### src/rtl/project_io_mux_if.sv
// Wishbone slave bus between the Caravel management core and the project IO mux.
// Signal names follow the wrapper's wbs_* naming so the hookup reads one-to-one.
interface project_io_mux_if;
  logic        wbs_stb_i;
  logic        wbs_cyc_i;
  logic        wbs_we_i;
  logic [3:0]  wbs_sel_i;
  logic [31:0] wbs_adr_i;
  logic [31:0] wbs_dat_i;
  logic        wbs_ack_o;
  logic [31:0] wbs_dat_o;

  modport slave (
    input  wbs_stb_i, wbs_cyc_i, wbs_we_i, wbs_sel_i, wbs_adr_i, wbs_dat_i,
    output wbs_ack_o, wbs_dat_o
  );

  modport master (
    output wbs_stb_i, wbs_cyc_i, wbs_we_i, wbs_sel_i, wbs_adr_i, wbs_dat_i,
    input  wbs_ack_o, wbs_dat_o
  );
endinterface

### src/rtl/project_io_mux.sv
// Hosts NUM_PROJ user designs behind one IO bank; a Wishbone-programmed sequencer
// isolates the pads, cycles project resets and then routes exactly one project.
module project_io_mux #(
  parameter int unsigned NUM_PROJ = 4,
  parameter int unsigned IO_W     = 38,
  parameter int unsigned GUARD    = 4,
  parameter logic [31:0] BASE_ADR = 32'h3000_0000
) (
  input  logic                     wb_clk_i,
  input  logic                     wb_rst_ni,
  project_io_mux_if.slave          wb,
  input  logic [NUM_PROJ*IO_W-1:0] proj_io_out_i,
  input  logic [NUM_PROJ*IO_W-1:0] proj_io_oeb_i,
  output logic [IO_W-1:0]          io_out_o,
  output logic [IO_W-1:0]          io_oeb_o,
  output logic [NUM_PROJ-1:0]      proj_rst_o,
  output logic                     busy_o
);

  localparam logic [7:0] OFF_CTRL   = 8'h00;
  localparam logic [7:0] OFF_STATUS = 8'h04;
  localparam logic [7:0] OFF_SWCNT  = 8'h08;

  typedef enum logic [1:0] {S_IDLE, S_ISOLATE, S_RELEASE, S_ACTIVE} state_e;

  state_e      state_q, state_d;
  logic [7:0]  cnt_q, cnt_d;
  logic        ack_q, ack_d;
  logic [31:0] dat_o_q, dat_o_d;
  logic        lat_we_q, lat_we_d;
  logic [7:0]  lat_off_q, lat_off_d;
  logic [5:0]  lat_dat_q, lat_dat_d;   // {dat[16], dat[8], dat[3:0]}
  logic [1:0]  lat_sel_q, lat_sel_d;
  logic [3:0]  ctrl_sel_q, ctrl_sel_d;
  logic        ctrl_en_q, ctrl_en_d;
  logic        err_q, err_d;
  logic [15:0] swcnt_q, swcnt_d;
  logic        cur_vld_q, cur_vld_d;
  logic [3:0]  cur_sel_q, cur_sel_d;
  logic        pend_q, pend_d;
  logic        pend_vld_q, pend_vld_d;
  logic [3:0]  pend_sel_q, pend_sel_d;

  logic        hit, first;
  logic        ctrl_wr, stat_wr;
  logic [3:0]  new_sel, req_sel, new_tgt_sel;
  logic        new_en, new_in_range, new_vld, new_bad;
  logic        req_vld, has_req, guard_done, busy;
  logic [31:0] rdata;
  logic        unused_bits;

  assign unused_bits = ^{wb.wbs_dat_i[31:17], wb.wbs_dat_i[15:9], wb.wbs_dat_i[7:4],
                         wb.wbs_sel_i[3:2]};

  assign hit   = wb.wbs_adr_i[31:8] == BASE_ADR[31:8];
  // ack_q masks the second cycle of a held strobe so each access acks once
  assign first = wb.wbs_stb_i & wb.wbs_cyc_i & hit & ~ack_q;

  // Writes commit on the ack edge from the copy latched when the access was seen
  assign ctrl_wr = ack_q & lat_we_q & (lat_off_q == OFF_CTRL);
  assign stat_wr = ack_q & lat_we_q & (lat_off_q == OFF_STATUS);

  assign new_sel      = lat_sel_q[0] ? lat_dat_q[3:0] : ctrl_sel_q;
  assign new_en       = lat_sel_q[1] ? lat_dat_q[4]   : ctrl_en_q;
  assign new_in_range = {1'b0, new_sel} < 5'(NUM_PROJ);
  assign new_vld      = new_en & new_in_range;
  assign new_bad      = new_en & ~new_in_range;
  assign new_tgt_sel  = new_vld ? new_sel : 4'd0;

  // A fresh write overrides anything still pending (last write wins)
  assign has_req = ctrl_wr | pend_q;
  assign req_vld = ctrl_wr ? new_vld     : pend_vld_q;
  assign req_sel = ctrl_wr ? new_tgt_sel : pend_sel_q;

  assign busy       = (state_q == S_ISOLATE) | (state_q == S_RELEASE);
  assign guard_done = cnt_q == 8'(GUARD - 1);

  always_comb begin
    rdata = 32'd0;
    case (wb.wbs_adr_i[7:0])
      OFF_CTRL:   rdata = {23'd0, ctrl_en_q, 4'd0, ctrl_sel_q};
      OFF_STATUS: rdata = {15'd0, err_q, 5'd0, pend_q, busy, state_q == S_ACTIVE, 4'd0, cur_sel_q};
      OFF_SWCNT:  rdata = {16'd0, swcnt_q};
      default:    rdata = 32'd0;
    endcase
  end

  always_comb begin
    ack_d     = first;
    dat_o_d   = first ? rdata : 32'd0;
    lat_we_d  = lat_we_q;
    lat_off_d = lat_off_q;
    lat_dat_d = lat_dat_q;
    lat_sel_d = lat_sel_q;
    if (first) begin
      lat_we_d  = wb.wbs_we_i;
      lat_off_d = wb.wbs_adr_i[7:0];
      lat_dat_d = {wb.wbs_dat_i[16], wb.wbs_dat_i[8], wb.wbs_dat_i[3:0]};
      lat_sel_d = wb.wbs_sel_i[1:0];
    end

    ctrl_sel_d = ctrl_sel_q;
    ctrl_en_d  = ctrl_en_q;
    err_d      = err_q;
    if (ctrl_wr) begin
      ctrl_sel_d = new_sel;
      ctrl_en_d  = new_en;
      if (new_bad) err_d = 1'b1;
    end else if (stat_wr && lat_dat_q[5]) begin
      err_d = 1'b0;
    end
  end

  always_comb begin
    state_d    = state_q;
    cnt_d      = cnt_q;
    swcnt_d    = swcnt_q;
    cur_vld_d  = cur_vld_q;
    cur_sel_d  = cur_sel_q;
    pend_d     = pend_q;
    pend_vld_d = pend_vld_q;
    pend_sel_d = pend_sel_q;

    case (state_q)
      S_IDLE, S_ACTIVE: begin
        // IDLE always carries target none, so one compare covers both states
        if (has_req) begin
          pend_d = 1'b0;
          if ((req_vld != cur_vld_q) || (req_vld && (req_sel != cur_sel_q))) begin
            state_d   = S_ISOLATE;
            cnt_d     = 8'd0;
            cur_vld_d = req_vld;
            cur_sel_d = req_sel;
          end
        end
      end
      S_ISOLATE, S_RELEASE: begin
        if (ctrl_wr) begin
          pend_d     = 1'b1;
          pend_vld_d = new_vld;
          pend_sel_d = new_tgt_sel;
        end
        cnt_d = cnt_q + 8'd1;
        if (guard_done) begin
          cnt_d = 8'd0;
          if (state_q == S_RELEASE) begin
            state_d = S_ACTIVE;
            swcnt_d = swcnt_q + 16'd1;
          end else begin
            state_d = cur_vld_q ? S_RELEASE : S_IDLE;
          end
        end
      end
      default: state_d = S_IDLE;
    endcase
  end

  always_ff @(posedge wb_clk_i or negedge wb_rst_ni) begin
    if (!wb_rst_ni) begin
      state_q    <= S_IDLE;
      cnt_q      <= 8'd0;
      ack_q      <= 1'b0;
      dat_o_q    <= 32'd0;
      lat_we_q   <= 1'b0;
      lat_off_q  <= 8'd0;
      lat_dat_q  <= 6'd0;
      lat_sel_q  <= 2'd0;
      ctrl_sel_q <= 4'd0;
      ctrl_en_q  <= 1'b0;
      err_q      <= 1'b0;
      swcnt_q    <= 16'd0;
      cur_vld_q  <= 1'b0;
      cur_sel_q  <= 4'd0;
      pend_q     <= 1'b0;
      pend_vld_q <= 1'b0;
      pend_sel_q <= 4'd0;
    end else begin
      state_q    <= state_d;
      cnt_q      <= cnt_d;
      ack_q      <= ack_d;
      dat_o_q    <= dat_o_d;
      lat_we_q   <= lat_we_d;
      lat_off_q  <= lat_off_d;
      lat_dat_q  <= lat_dat_d;
      lat_sel_q  <= lat_sel_d;
      ctrl_sel_q <= ctrl_sel_d;
      ctrl_en_q  <= ctrl_en_d;
      err_q      <= err_d;
      swcnt_q    <= swcnt_d;
      cur_vld_q  <= cur_vld_d;
      cur_sel_q  <= cur_sel_d;
      pend_q     <= pend_d;
      pend_vld_q <= pend_vld_d;
      pend_sel_q <= pend_sel_d;
    end
  end

  assign wb.wbs_ack_o = ack_q;
  assign wb.wbs_dat_o = dat_o_q;
  assign busy_o       = busy;

  logic [NUM_PROJ-1:0][IO_W-1:0] out_arr, oeb_arr;
  assign out_arr = proj_io_out_i;
  assign oeb_arr = proj_io_oeb_i;

  // Pads only see a project once its reset has been released for a full guard
  always_comb begin
    io_out_o = '0;
    io_oeb_o = '1;
    for (int k = 0; k < int'(NUM_PROJ); k++) begin
      if ((state_q == S_ACTIVE) && (cur_sel_q == 4'(k))) begin
        io_out_o = out_arr[k];
        io_oeb_o = oeb_arr[k];
      end
    end
  end

  for (genvar g = 0; g < int'(NUM_PROJ); g++) begin : g_rst
    assign proj_rst_o[g] = ~(((state_q == S_RELEASE) || (state_q == S_ACTIVE)) &&
                             (cur_sel_q == 4'(g)));
  end

endmodule

### src/flat_wrapper.sv
// flat-port wrapper written by rule: the top's interface ports become plain ports
module project_io_mux_flat 
#(
  parameter int unsigned NUM_PROJ = 4,
  parameter int unsigned IO_W     = 38,
  parameter int unsigned GUARD    = 4,
  parameter logic [31:0] BASE_ADR = 32'h3000_0000
)
  (wb_clk_i, wb_rst_ni, proj_io_out_i, proj_io_oeb_i, io_out_o, io_oeb_o, proj_rst_o, busy_o, wb_wbs_stb_i, wb_wbs_cyc_i, wb_wbs_we_i, wb_wbs_sel_i, wb_wbs_adr_i, wb_wbs_dat_i, wb_wbs_ack_o, wb_wbs_dat_o);
  project_io_mux_if wb_i ();
  input  logic wb_clk_i;
  input  logic wb_rst_ni;
  input  logic [NUM_PROJ*IO_W-1:0] proj_io_out_i;
  input  logic [NUM_PROJ*IO_W-1:0] proj_io_oeb_i;
  output logic [IO_W-1:0] io_out_o;
  output logic [IO_W-1:0] io_oeb_o;
  output logic [NUM_PROJ-1:0] proj_rst_o;
  output logic busy_o;
  input wire logic [$bits(wb_i.wbs_stb_i)-1:0] wb_wbs_stb_i;
  input wire logic [$bits(wb_i.wbs_cyc_i)-1:0] wb_wbs_cyc_i;
  input wire logic [$bits(wb_i.wbs_we_i)-1:0] wb_wbs_we_i;
  input wire logic [$bits(wb_i.wbs_sel_i)-1:0] wb_wbs_sel_i;
  input wire logic [$bits(wb_i.wbs_adr_i)-1:0] wb_wbs_adr_i;
  input wire logic [$bits(wb_i.wbs_dat_i)-1:0] wb_wbs_dat_i;
  output wire logic [$bits(wb_i.wbs_ack_o)-1:0] wb_wbs_ack_o;
  output wire logic [$bits(wb_i.wbs_dat_o)-1:0] wb_wbs_dat_o;
  assign wb_i.wbs_stb_i = wb_wbs_stb_i;
  assign wb_i.wbs_cyc_i = wb_wbs_cyc_i;
  assign wb_i.wbs_we_i = wb_wbs_we_i;
  assign wb_i.wbs_sel_i = wb_wbs_sel_i;
  assign wb_i.wbs_adr_i = wb_wbs_adr_i;
  assign wb_i.wbs_dat_i = wb_wbs_dat_i;
  assign wb_wbs_ack_o = wb_i.wbs_ack_o;
  assign wb_wbs_dat_o = wb_i.wbs_dat_o;
  project_io_mux #(.NUM_PROJ(NUM_PROJ), .IO_W(IO_W), .GUARD(GUARD), .BASE_ADR(BASE_ADR)) u_core (.wb_clk_i(wb_clk_i), .wb_rst_ni(wb_rst_ni), .wb(wb_i), .proj_io_out_i(proj_io_out_i), .proj_io_oeb_i(proj_io_oeb_i), .io_out_o(io_out_o), .io_oeb_o(io_oeb_o), .proj_rst_o(proj_rst_o), .busy_o(busy_o));
endmodule
### config.mk
export PLATFORM = sky130hd
export DESIGN_NAME = project_io_mux_flat
export DESIGN_NICKNAME = d
export VERILOG_FILES = /design/src/rtl/project_io_mux_if.sv /design/src/rtl/project_io_mux.sv /design/src/flat_wrapper.sv
export SDC_FILE = /design/constraint.sdc
export NUM_CORES = 1
export LEC_CHECK = 0
export BUFFER_PORTS_ARGS = -buffer_cell sky130_fd_sc_hd__clkbuf_2
export CORE_AREA = 10 10 181 183
export CTS_BUF_LIST = sky130_fd_sc_hd__clkbuf_16
export DETAILED_ROUTE_END_ITERATION = 16
export DIE_AREA = 0 0 191 193
export HOLD_SLACK_MARGIN = 0.12
export SYNTH_ARGS = -nofsm -noshare
export SYNTH_HDL_FRONTEND = slang
export SYNTH_SLANG_ARGS = --single-unit
### constraint.sdc
create_clock -name wb_clk_i -period 5.54 [get_ports wb_clk_i]
set_input_delay 0.554 -clock wb_clk_i [delete_from_list [all_inputs] [get_ports wb_clk_i]]
set_output_delay 0.554 -clock wb_clk_i [all_outputs]
set_load 0.02 [all_outputs]
* Word-level counts from Yosys, hierarchy flattened *
Index checks and enable logic that the tools add are counted.
Widths: inputs -> output; s select.

storage, ports and cells
  flip-flop bits (word level) = 93
  output and inout bits = 114
  input port bits = 377

operators by class
  equality and inequality tests = 18
  add/subtract/negate cells = 2
  reductions and logical operators = 25
  bitwise logic cells = 16
  mux-type cells = 31
  $lt $le $gt $ge = 1

operator list
  kind                   number
  $mux 38                8
  $pmux 17 s3            1
  $eq 24x22->1 const B   1
  $mux 8                 3
  $mux 17                1
  $add 16x1->16 const B  1
  $eq 8x3->1 const B     2
  $logic_not 8->1        2
  $pmux 8 s2             1
  $mux 4                 3
  $logic_and 1x1->1      10
  $mux 2                 5
  $reduce_and 3->1       3
  $add 8x1->8 const B    1
  $and 1x1->1            8
  $eq 4x2->1 const B     2
  $eq 8x2->1 const B     1
  $eq 8x4->1 const B     1
  $ne 2x1->1 const B     4
  $mux 1                 7
  $not 1->1              6
  $reduce_and 2->1       3
  $eq 2x2->1 const B     2
  $eq 4x1->1 const B     1
  other kinds (13)       16

* Logic depth before layout (Yosys ltp) *
  depth in word-level cells = 11
  mapped depth = 8
  depth with buffers taken out = 7

* Least setup slack after synthesis *
OpenSTA, ideal clock, no wires.

  kind = reg2out
  start = register u_core.cur_sel_q[0]
  end = output io_oeb_o[0]
  stages on the path, launching flop included = 5
  path buffers = 2
  arrival time = 1.837 ns
  path slack = 3.149 ns
  required time = 4.986 ns
  path through = dfrtp_1 -> clkbuf_1 -> buf_2 -> mux4_2 -> or2_2

between the ends
  cells in the longest elaborated chain, start to end = 6
  elaborated cells between the ends (all ways) = 12

RTL lines
  what                      line                   source
  start: declaration        project_io_mux.sv:39   logic [3:0] cur_sel_q, cur_sel_d;
  start signal: assignment  project_io_mux.sv:191  cur_sel_q <= cur_sel_d;
  $logic_not 4->1           project_io_mux.sv:211  if ((state_q == S_ACTIVE) && (cur_sel_q == 4'(k))) begin
  $logic_and 1x1->1         project_io_mux.sv:211
  $mux 38 (3 in series)     project_io_mux.sv:211
  $mux 38 (*)               project_io_mux.sv:211
  end: declaration          flat_wrapper.sv:16     output logic [IO_W-1:0] io_oeb_o;

Every way passes the cells marked *; elsewhere a longest branch is shown, timed or not.

* Worst setup path in the final report *
  start = register u_core.cur_sel_q[3]
  end = output io_oeb_o[12]

Same word-level chain as after synthesis.

==> run metrics <==
Core Area 29200 sq um; CP max stage delay 700 ps; cts hold-fix bufs 0; post-synth top area share 31.4%; post-DP HPWL 25.5 mm; DP Cell Count 1339; TritonCTS clock tree yes; Hold Fails Final Rpt 0; Clock Skews 6.38 ps; crit path capture type output port; Fmax 0.300 GHz; setup ws final 2200 ps; via/cell ratio 4.60; H-tree depth 3; nets@finish 1342; initial antenna violation count 8; Final Max Tran Viols 0; Synth async-reset ratio 100%; total power 1.33 mW; synthesized cell area 6220 sq um; CTS Buffer Depth 2; WL final 29.6 mm; slowest cell on the critical path nand2_1; Post CTS Setup Buffer Count 0; root buffer cell clkbuf_16; Syn Area/Cell 11.6 sq um; RSZ-0062 raised after global routing no; post-placement setup slack 2530 ps; P per Cell Area 146 nW/um^2; Critical Path RT 4990 ps; max_slew headroom 29.8%; post-cts resize count 0; P&R area growth vs syn 46.1%; vias post-DR 6251; drt pass-1 iters 4; Synth area leader dfrtp_1; Final ANT Viol Nets 0; Final min period 3340 ps; worst hold path class in -> reg; outcome completed; die width 191 um; Port Buf Inserts 447; Die ar. 36900 sq um; Final setup violation count 0; CTS clk-pin slew, worst paths 60 ps; first-pass GRT wire length 42.0 mm; CP bufs+invs 2; predominant post-synthesis flop cell dfrtp_1; # clock sinks 78; chip height 193 um; max_cap viols 0; largest net degree at the start of global routing 79; WL/cell 21.8 um; FP Rows 63; Final Core Density 31.1%; fraction of layout cells with a size suffix above 1 65.4%; Seq cells post-synth 78; gpl congestion 0.942; number of DRC markers in iteration 0 339; actual slew at the worst max-slew pin 1050 ps; largest cells by area after synthesis dfrtp_1 (31%), mux4_2 (28%), and3_1 (4.5%); vias in the first global route 6571; CP Launch Type flop; Overflow after GRT 0; Initial Util 21.3%; crit path max fanout 40; clock latency on the worst-skew pair 340 ps; sequential fraction of the synthesis area 31.4%; Syn. warnings 0; drt drc 0; Yosys cell types 63; io pins 491; Fin Setup TNS 0 ps; Inserted Clock Buffers 9; Finished Layout Cells 1359; Critical Path, Cell by Cell nor2_2 > buf_4 > nand2_1 > or2_2 > clkbuf_2; delay-heaviest family, CP simple AND/OR/NAND/NOR gates; critical path type reg -> out; Leakage 4.44 nW; VDD IR max 0.144 mV; final critical-path share of the clock period 60.2%; Syn Inst Count 535; GRT Resource Usage Total 15.0%; EDFF count, synth 0; # fillers 3087; Data arrival, critical path 2780 ps
[worst register-to-register path, delay by kind of cell, from the launching register on]
family / cells / cell delay (ps)
simple gates: 6 / 1790
flops: 1 / 430
buf+inv: 1 / 260
[where the power goes]
| part | switching (mW) | total [mW] | internal [mW] |
|---|---|---|---|
| Sequential | 0.000000111 | 0.569 | 0.569 |
| Clock | 0.250 | 0.559 | 0.309 |
| Combinational | 0.0731 | 0.198 | 0.125 |
| Total | 0.324 | 1.33 | 1.00 |
[cell type report]
cell class | count | area [sq um] | share of cell area [%]
Inverter | 5 | 18.8 | 0.207
Timing Repair Buffer | 453 | 2290 | 25.3
Sequential cell | 78 | 1960 | 21.6
Tap cell | 390 | 488 | 5.37
Multi-Input combinational cell | 413 | 4030 | 44.4
Antenna cell | 4 | 10.0 | 0.110
Clock inverter | 7 | 57.6 | 0.634
Clock buffer | 9 | 225 | 2.48
[path summary, 6_finish.rpt]
path | cells after the start | slack [ps] | to | start
worst max register to register | 7 | 3000 | u_core.wb.wbs_dat_o[6] | u_core.wb.wbs_ack_o
worst max-delay path | 5 | 2200 | io_oeb_o[12] | u_core.cur_sel_q[3]
max in group asynchronous | 2 | 4330 | u_core.cur_sel_q[1] | wb_rst_ni
worst min-delay path | 3 | 420 | u_core.lat_dat_q[5] | wb_wbs_dat_i[16]
worst min register to register | 1 | 480 | u_core.swcnt_q[15] | u_core.swcnt_q[15]
min in group asynchronous | 2 | 460 | u_core.lat_dat_q[2] | wb_rst_ni
[per-stage QoR]
| step | hold slack [ps] | area (sq um) |
|---|---|---|
| 2_1_floorplan | 258 | 6270 |
| 3_3_place_gp | 457 | 8790 |
| 3_5_place_dp | 474 | 8790 |
| 4_1_cts | 412 | 9070 |
| 5_1_grt | 439 | 9080 |
| 6_report | 423 | 9080 |
[Yosys cell counts (5+ instances only)]
cell      number
mux2_2        23
clkbuf_1      23
mux4_2        76
dfrtp_1       78
mux2i_1        9
and3_1        45
nor3_1         6
xor2_1         9
nor2b_1        5
buf_2         10
o21ai_0        8
or2_2         40
a21oi_1        9
xnor2_1       16
and2_1        13
buf_4         16
nand4_1       10
nor2_1        29
nand2_1       28
nand3_1       13
ha_1           5
[registers in the layout, summed over array words and instances, names as in the netlist]
register,count
u_core.state_q,2
u_core.ctrl_en_q,1
u_core.cnt_q,8
u_core.wb.wbs_dat_o,17
u_core.wb.wbs_ack_o,1
u_core.swcnt_q,16
u_core.pend_sel_q,4
u_core.lat_dat_q,6
u_core.ctrl_sel_q,4
u_core.lat_off_q,8
u_core.lat_sel_q,2
u_core.lat_we_q,1
u_core.cur_vld_q,1
u_core.cur_sel_q,4
u_core.pend_vld_q,1
u_core.err_q,1
u_core.pend_q,1
[layer usage]
metal	global-route usage, %	wire length [um]	share of wire [%]	up-vias
met4	4.72	394	1.3	2
met2	25.7	15000	51	282
met5	0	13	0.044	-
met3	5.88	3070	10	28
li1	-	-	-	2867
met1	16.9	11100	38	3072
[kinds of logic (layout without fill, tap and decap cells)]
group           after synthesis  after routing  share of synthesized area [%]
compound gates               44             44                           5.41
other cells                   1             19                         0.0603
flops                        78             78                           31.4
mux                         108            108                           33.1
simple gates                216            216                           20.8
fa+ha+maj                     5              5                           1.01
buf+inv                      58            474                           4.67
xor+xnor                     25             25                           3.52
[placed cells by master (no fill, tap or decap), types with 3 or more instances in the layout]
master,n
mux4_2,76
nand2_1,28
nand4_1,10
nand3b_1,3
buf_4,5
conb_1,15
clkinv_4,4
o22ai_1,4
nor4_1,4
nor2b_1,5
a21oi_1,9
nand3_1,13
mux2_2,23
nor2_1,28
clkbuf_2,446
and2_1,13
mux2i_1,9
and3_1,45
xnor2_1,16
xor2_1,9
o21ai_0,8
dfrtp_1,76
inv_1,4
nor3_1,6
clkbuf_16,9
or2_2,40
diode_2,4
ha_1,5
nor4b_1,3
(Power assumes the default switching activity.)
